===== src/rtl/stone.sv =====
// stone: rock-paper-scissors judge for a two-player board game.
// Both 2-bit moves are latched on the rising edge of btn_play. The verdict is
// registered onto three one-hot LEDs, which hold until the next play.
// Optional build macro: STONE_SCORE_EN adds saturating 4-bit win counters.
//
// state | meaning
// ------+-----------------------------------------------
// IDLE  | no play since reset, leds dark (000)
// SHOW  | verdict of the most recent play held on leds
module stone #(
    parameter bit LED_ACT_LOW = 1'b0
) (
    input  logic       clk,
    input  logic       reset,
    input  logic [1:0] player1,
    input  logic [1:0] player2,
    input  logic       btn_play,
`ifdef STONE_SCORE_EN
    output logic [3:0] p1_score,
    output logic [3:0] p2_score,
`endif
    output logic [2:0] leds
);

    localparam logic [0:0] IDLE = 1'b0;
    localparam logic [0:0] SHOW = 1'b1;

    localparam logic [1:0] MOVE_STONE    = 2'b00;
    localparam logic [1:0] MOVE_PAPER    = 2'b01;
    localparam logic [1:0] MOVE_SCISSORS = 2'b10;
    localparam logic [1:0] MOVE_INVALID  = 2'b11;

    localparam logic [2:0] V_NONE = 3'b000;
    localparam logic [2:0] V_P1   = 3'b001;
    localparam logic [2:0] V_P2   = 3'b010;
    localparam logic [2:0] V_DRAW = 3'b100;
    localparam logic [2:0] V_ERR  = 3'b111;

    logic [0:0] state;
    logic       btn_q;
    logic       play;
    logic [2:0] verdict;
    logic [2:0] led_q;
    logic [2:0] led_int;

    assign play = btn_play & ~btn_q;

    // Judge the current switch settings; an invalid move outranks a draw.
    always_comb begin
        verdict = V_ERR;
        if ((player1 == MOVE_INVALID) || (player2 == MOVE_INVALID)) begin
            verdict = V_ERR;
        end else if (player1 == player2) begin
            verdict = V_DRAW;
        end else if (((player1 == MOVE_STONE)    && (player2 == MOVE_SCISSORS)) ||
                     ((player1 == MOVE_SCISSORS) && (player2 == MOVE_PAPER))    ||
                     ((player1 == MOVE_PAPER)    && (player2 == MOVE_STONE))) begin
            verdict = V_P1;
        end else begin
            verdict = V_P2;
        end
    end

    // Delay the button by one clock so a held press is only seen once.
    always_ff @(posedge clk or negedge reset) begin
        if (!reset) begin
            btn_q <= 1'b0;
        end else begin
            btn_q <= btn_play;
        end
    end

    // FSM and verdict register: every play edge latches a fresh verdict.
    always_ff @(posedge clk or negedge reset) begin
        if (!reset) begin
            state <= IDLE;
            led_q <= V_NONE;
        end else if (play) begin
            state <= SHOW;
            led_q <= verdict;
        end
    end

`ifdef STONE_SCORE_EN
    // Win counters saturate at 15; draws and invalid moves score nothing.
    always_ff @(posedge clk or negedge reset) begin
        if (!reset) begin
            p1_score <= 4'd0;
            p2_score <= 4'd0;
        end else if (play) begin
            if ((verdict == V_P1) && (p1_score != 4'hF)) begin
                p1_score <= p1_score + 4'd1;
            end
            if ((verdict == V_P2) && (p2_score != 4'hF)) begin
                p2_score <= p2_score + 4'd1;
            end
        end
    end
`endif

    // LEDs are dark only in IDLE; polarity flip happens only at the pins.
    assign led_int = (state == SHOW) ? led_q : V_NONE;
    assign leds    = LED_ACT_LOW ? ~led_int : led_int;

endmodule


===== config.mk =====
export PLATFORM = sky130hd
export DESIGN_NAME = stone
export DESIGN_NICKNAME = d
export VERILOG_FILES = /design/src/rtl/stone.sv
export SDC_FILE = /design/constraint.sdc
export NUM_CORES = 1
export LEC_CHECK = 0
export CORE_AREA = 2 2 39 41
export DETAILED_ROUTE_END_ITERATION = 6
export DIE_AREA = 0 0 41 43
export PLACE_DENSITY_LB_ADDON = 0.3
export SYNTH_ARGS = -nofsm -noshare
export SYNTH_HDL_FRONTEND = slang
export SYNTH_SLANG_ARGS = --single-unit

===== constraint.sdc =====
create_clock -name clk -period 1.4 [get_ports clk]
set_clock_uncertainty 0.1 [all_clocks]
set_input_delay 0.42 -clock clk [delete_from_list [all_inputs] [get_ports clk]]
set_output_delay 0.42 -clock clk [all_outputs]
set_load 0.005 [all_outputs]

==> results of run 1 <==
==> through the flow <==
step                setup TNS (ns)  utilization
finish                      -0.182        0.366
global route                -0.333        0.366
CTS                         -0.213        0.355
detailed placement           -1.04        0.324
global placement            -0.932        0.324
floorplan                        0            -
==> layer usage <==
layer | GRT usage | up-vias | routed length [um]
li1 | - | 144 | -
met1 | 0.0948 | 119 | 220
met2 | 0.128 | 10 | 270
met3 | 0.0314 | 2 | 43
met4 | 0.140 | 0 | 19
met5 | 0 | - | 0
==> final cells by class <==
cell class              count  area, um2
fillers                   153        877
clock buffers               4       26.3
flip-flops and latches      5        125
well taps                  16       20.0
multi-input cells          23        164
repair buffers             20        171
==> worst min-delay path by stage <==
stage / end / slack (ns) / cells after the start
3_3_place_gp: state$_DFFE_PN0P_ / 0.39 / 1
3_5_place_dp: state$_DFFE_PN0P_ / 0.41 / 1
4_1_cts: led_q[1]$_DFFE_PN0P_ / 0.31 / 1
5_1_grt: led_q[1]$_DFFE_PN0P_ / 0.30 / 1
6_report: led_q[1]$_DFFE_PN0P_ / 0.30 / 1
2_1_floorplan: btn_q$_DFF_PN0_ / 0.02 / 0
==> what timing repair did <==
item,CTS,global route
pin swaps,1,2
setup endpoints to repair,5,6
buffers inserted,2,1
resized for setup,15,3
==> sequential cells by signal, indices dropped and copies added (netlist names) <==
name,cells
btn_q,1
led_q,3
state,1
==> power by group through the flow <==
stage	registers [W]	clock network [W]	logic, W
global placement	0.000168	0	0.000126
finish	0.000167	0.000158	0.000132
floorplan	0.000166	0	0.0000414
detailed placement	0.000169	0	0.000126
global route	0.000169	0.000188	0.000147
CTS	0.000167	0.000167	0.000128
==> cells by family after synthesis <==
family | after synthesis | synth area share
AOI/OAI and AO/OA | 5 | 0.117
xor gates and xnor gates | 2 | 0.0631
DFF | 5 | 0.450
and+or+nand+nor | 16 | 0.369
==> cell usage after synthesis, drive strengths merged <==
master and number:
dfrtp 5, xnor2 1, nor2b 1, nand3b 1
or2b 1, and2 3, o31ai 1, nor2 3
xor2 1, a211oi 2, nand2b 2, and2b 2
nor4b 1, o21ai 1, a21oi 1, nand2 2
==> summary.txt, run 1 <==
Timing
  • Worst setup margin: -0.0964 ns
  • Endpoints failing hold: 0
  • Slew Limit Headroom: 0.851
  • Slew @ Worst Pin: 0.222 ns
  • Fmax: 0.668 GHz
  • Min Hold Slack: 0.304 ns
  • RSZ-0062 raised after global routing: true
  • Final max-slew violation count: 0
  • Fin crit period: 1.50 ns
  • Final period util: 1.07
  • Final setup vio count: 3

Setup path
  • Buffers plus inverters on the worst setup path: 2
  • Setup slack, reg-to-reg: 0.31 ns
  • Worst R2R End: led_q[1]$_DFFE_PN0P_
  • Worst-path cell chain: buf_6, and2_4, buf_6
  • CP Capture Point: leds[0]
  • RR Startpoint: led_q[1]$_DFFE_PN0P_
  • Crit path DAT: 0.98 ns
  • Cell depth of the worst setup path: 3
  • Worst-case reg-to-reg path depth: 5
  • Critical Path End Type: output pin
  • Worst setup SP type: flop
  • Crit-path slowest cell: dfrtp_1
  • Crit Path Class: reg2out
  • CP max FO: 3
  • Cell mode on critical path: buf_6
  • Worst setup path startpoint: state$_DFFE_PN0P_
  • Crit-path max cell delay: 0.38 ns
  • Worst Path Required: 0.88 ns
  • Top Family by Delay on Critical Path: flip-flops

GRT
  • Largest net degree at the start of global routing: 8
  • Number of global-route vias before repair: 286
  • Initial antenna violation count: 0
  • Overall Global Routing Usage: 0.0979
  • Total grt overflow: 0
  • First-pass GRT wire length: 1040 um

Floorplanning
  • Die Width: 41 um
  • Initial Util: 0.201
  • Die footprint: 0.00176 mm2
  • Num rows: 14
  • Die Y-Extent: 43 um
  • Total core area: 0.00138 mm2
  • IO Pins: 10

Logic synthesis
  • Mapped cell area: 278 um2
  • Synthesis warning total: 0
  • Cell taking the most area after synthesis: dfrtp_1
  • Syn Inst Count: 28
  • Seq/Total Area, Yosys: 0.450
  • Synth top area share: 0.450
  • Net Count, Synth: 35
  • Top post-synthesis cells by area: dfrtp_1 45%, and2_1 6.8%, a211oi_1 5.4%, and2b_1 5.4%, nand2b_4 5.0%
  • Cell variety after synth: 17
  • Syn_area_per_cell: 9.92 um2
  • Yosys reg bits: 5

Placement
  • Place WS: -0.268 ns
  • Area after DPL: 448 um2
  • Routability Congestion: 0.619
  • Post-DP HPWL: 447 um
  • Port buffer count: 9
  • Placed insts: 61

Clocking
  • CTS Buf Count: 3
  • Clock transition at path regs: 0.04 ns
  • CTS tree: built
  • Worst skew pair latency: roughly 0.23 ns
  • Htree depth: 1
  • Clock Tree Buf Depth: 2
  • CTS sink cnt: 5
  • CTS Hold Bufs: 0
  • Root Buffer: clkbuf_4

Finish
  • Area grow syn2layout: 82.4%
  • Antenna cells: 0
  • Layout cells sized above 1: 0.404
  • Final Instance Count excl. Fillers: roughly 70
  • Most frequent cells in the layout: 10 x buf_4, 5 x dfrtp_1, 3 x clkbuf_4, 3 x clkdlybuf4s50_1
  • Final Instance Area: 507 um2
  • Commonest non-fill, non-tap cell in the layout: buf_4
  • Nets: 60

Detailed routing
  • Post-DRT Antenna Nets: 0
  • Vias per cell: 4.04
  • Drt wl/cell: 8.13 um
  • Detailed-route via count: 275
  • Post-detailed-route DRC marker count: 0
  • Drt first-iter violations: 2
  • Routed wire length: 553 um
  • DR pass1 iterations: 3

Hold path
  • HP Class: in2async

Pwr
  • Switching Power: 0.000101 W
  • Pint: ~0.00036 W
  • Power Dens Cells: around 900 mW/mm2
  • Sequential power share: 0.365
  • Worst vdd ir: 267 uV
  • Combinational share of power: 0.289
  • Clock power share: 0.347
  • Lkg Pwr: 0.245 nW
  • Net Sw Frac: 0.220
  • Overall power: 0.000457 W

Run status
  • Failing checks: negative setup slack
  • Status: finished with violations

Flow run
  • # Max-Cap Violations: 0
(Power assumes the default switching activity.)
==> run 2: changes to the inputs <==
- RECOVER_POWER: not set -> 100
==> run 2 against run 1 <==
The run still ends with negative setup slack left. Routed wire length is the same. Global-route usage is the same. Largest power group unchanged. Clock power is essentially flat. Clock-buffer cell count is the same. Die area is the same. Final cell count is the same. Sequential cell count is the same.
==> summary.txt, run 2 (synthesis results as in run 1) <==
GRT
  • Largest net degree at the start of global routing: 8
  • Total grt overflow: 0
  • First-pass GRT wire length: ~1000 um
  • Initial antenna violation count: 0
  • Number of global-route vias before repair: 286
  • Overall Global Routing Usage: 0.0979

Finish
  • Antenna cells: 0
  • Most frequent cells in the layout: 8 x buf_4, 5 x dfrtp_1, 4 x clkbuf_4
  • Max reg flops: 3
  • Area grow syn2layout: 81.5%
  • Final core occ: 0.364
  • Nets: 60
  • Largest registers: led_q: 3 flops, btn_q: 1 flops, state: 1 flops
  • Final Instance Area: 504 um2
  • Commonest non-fill, non-tap cell in the layout: buf_4
  • Layout cells sized above 1: 0.404
  • Most flop-heavy register: led_q

Clocking
  • Root Buffer: clkbuf_4
  • Clock Tree Buf Depth: 2
  • CTS tree: built
  • Htree depth: 1
  • CTS Hold Bufs: 0
  • CTS Buf Count: 3
  • CTS sink cnt: 5
  • Worst skew pair latency: 0.23 ns
  • Clock transition at path regs: 0.04 ns

Detailed routing
  • Post-DRT Antenna Nets: 0
  • Post-detailed-route DRC marker count: 0
  • Vias per cell: 4.04
  • Drt wl/cell: between 8 and 9 um
  • Routed wire length: 553 um
  • Detailed-route via count: 275
  • Drt first-iter violations: 2
  • DR pass1 iterations: 3

Placement
  • Place WS: -0.268 ns
  • Port buffer count: 9
  • Post-DP HPWL: 447 um
  • Routability Congestion: between 0.6 and 0.7
  • Area after DPL: 448 um2

Setup path
  • Crit-path max cell delay: approximately 0.38 ns
  • Crit-path slowest cell: dfrtp_1
  • Worst Path Required: 0.88 ns
  • Worst-path cell chain: buf_6, and2_4, buf_6
  • Setup slack, reg-to-reg: about 0.31 ns
  • Cell mode on critical path: buf_6
  • Critical Path End Type: output pin
  • Crit Path Class: reg2out
  • CP max FO: 3
  • Worst setup SP type: flop
  • Crit path DAT: 0.98 ns

Floorplanning
  • Initial Util: 0.201
  • Die Width: ~41 um
  • IO Pins: 10
  • Num rows: 14
  • Total core area: between 0.001 and 0.0015 mm2
  • Die footprint: roughly 0.0018 mm2
  • Die Y-Extent: 43 um

Pwr
  • Worst vdd ir: 266 uV
  • Power Dens Cells: 902 mW/mm2
  • Lkg Pwr: 0.245 nW

Timing
  • RSZ-0062 raised after global routing: true
  • Final max-slew violation count: 0
  • Fmax: 0.668 GHz
  • Final period util: 1.07
  • TNS Setup: -0.197 ns
  • Endpoints failing hold: 0
  • Min Hold Slack: 0.375 ns
  • Slew @ Worst Pin: between 0.2 and 0.25 ns
  • Slew Limit Headroom: 0.848
  • Fin crit period: 1.50 ns
  • Worst setup margin: -0.0964 ns
  • Final setup vio count: 4

Run status
  • Failing checks: negative setup slack
  • Status: finished with violations

Flow run
  • # Max-Cap Violations: 0

Hold path
  • HP Class: in2async
[run 2: changes by cell type in the layout (fill, tap and decap cells not counted)]
cell             delta
clkbuf_2            +1
buf_4               -2
clkdlybuf4s50_1     -2
dlygate4sd3_1       +2
clkbuf_4            +1
[run 2: per-layer routing]
metal	vias to the layer above	part of all wire	global-route usage
li1	144	-	-
met1	119	0.40	0.0948
met2	10	0.49	0.128
met3	2	0.076	0.0314
met4	0	0.034	0.140
met5	-	0	0
[run 2: final cells by class]
type,instances,area (um2)
fillers,154,880
repair buffers,20,169
multi-input cells,23,164
flip-flops and latches,5,125
clock buffers,4,26.3
well taps,16,20.0
[run 2: what timing repair did]
item                                    in CTS  in global routing
endpoints found under the setup margin       5                  6
cloned                                       0                  0
setup buffers                                2                  1
gates resized for setup                     15                  3
pin swaps                                    1                  2
[run 2: final timing paths]
kind                                        endpoint  cells past startpoint            startpoint
min in group clk                led_q[0]$_DFFE_PN0P_                      3  led_q[0]$_DFFE_PN0P_
worst min register to register  led_q[0]$_DFFE_PN0P_                      3  led_q[0]$_DFFE_PN0P_
max in group asynchronous            btn_q$_DFF_PN0_                      1                 reset
worst min-delay path            led_q[1]$_DFFE_PN0P_                      1                 reset
worst max register to register  led_q[1]$_DFFE_PN0P_                      5  led_q[1]$_DFFE_PN0P_
worst max-delay path                         leds[0]                      3     state$_DFFE_PN0P_
[run 2: per-stage QoR]
step                power, W  std cells
floorplan           0.000208         28
global placement    0.000295         61
detailed placement  0.000295         61
CTS                 0.000462         67
global route        0.000502         68
finish              0.000455         68
[run 2: worst max-delay path: cells and delay by family (launching register included)]
kind	cells	cell delay, ns
buf+inv	2	0.22
flops	1	0.38
simple gates	1	0.14
[run 2: power breakdown]
part / total, W / switching [W] / internal, W
Combinational: 0.000130 / 0.0000426 / 0.0000872
Sequential: 0.000167 / 0.00000672 / 0.000160
Clock: 0.000158 / 0.0000512 / 0.000107
Total: 0.000455 / 0.000101 / 0.000354
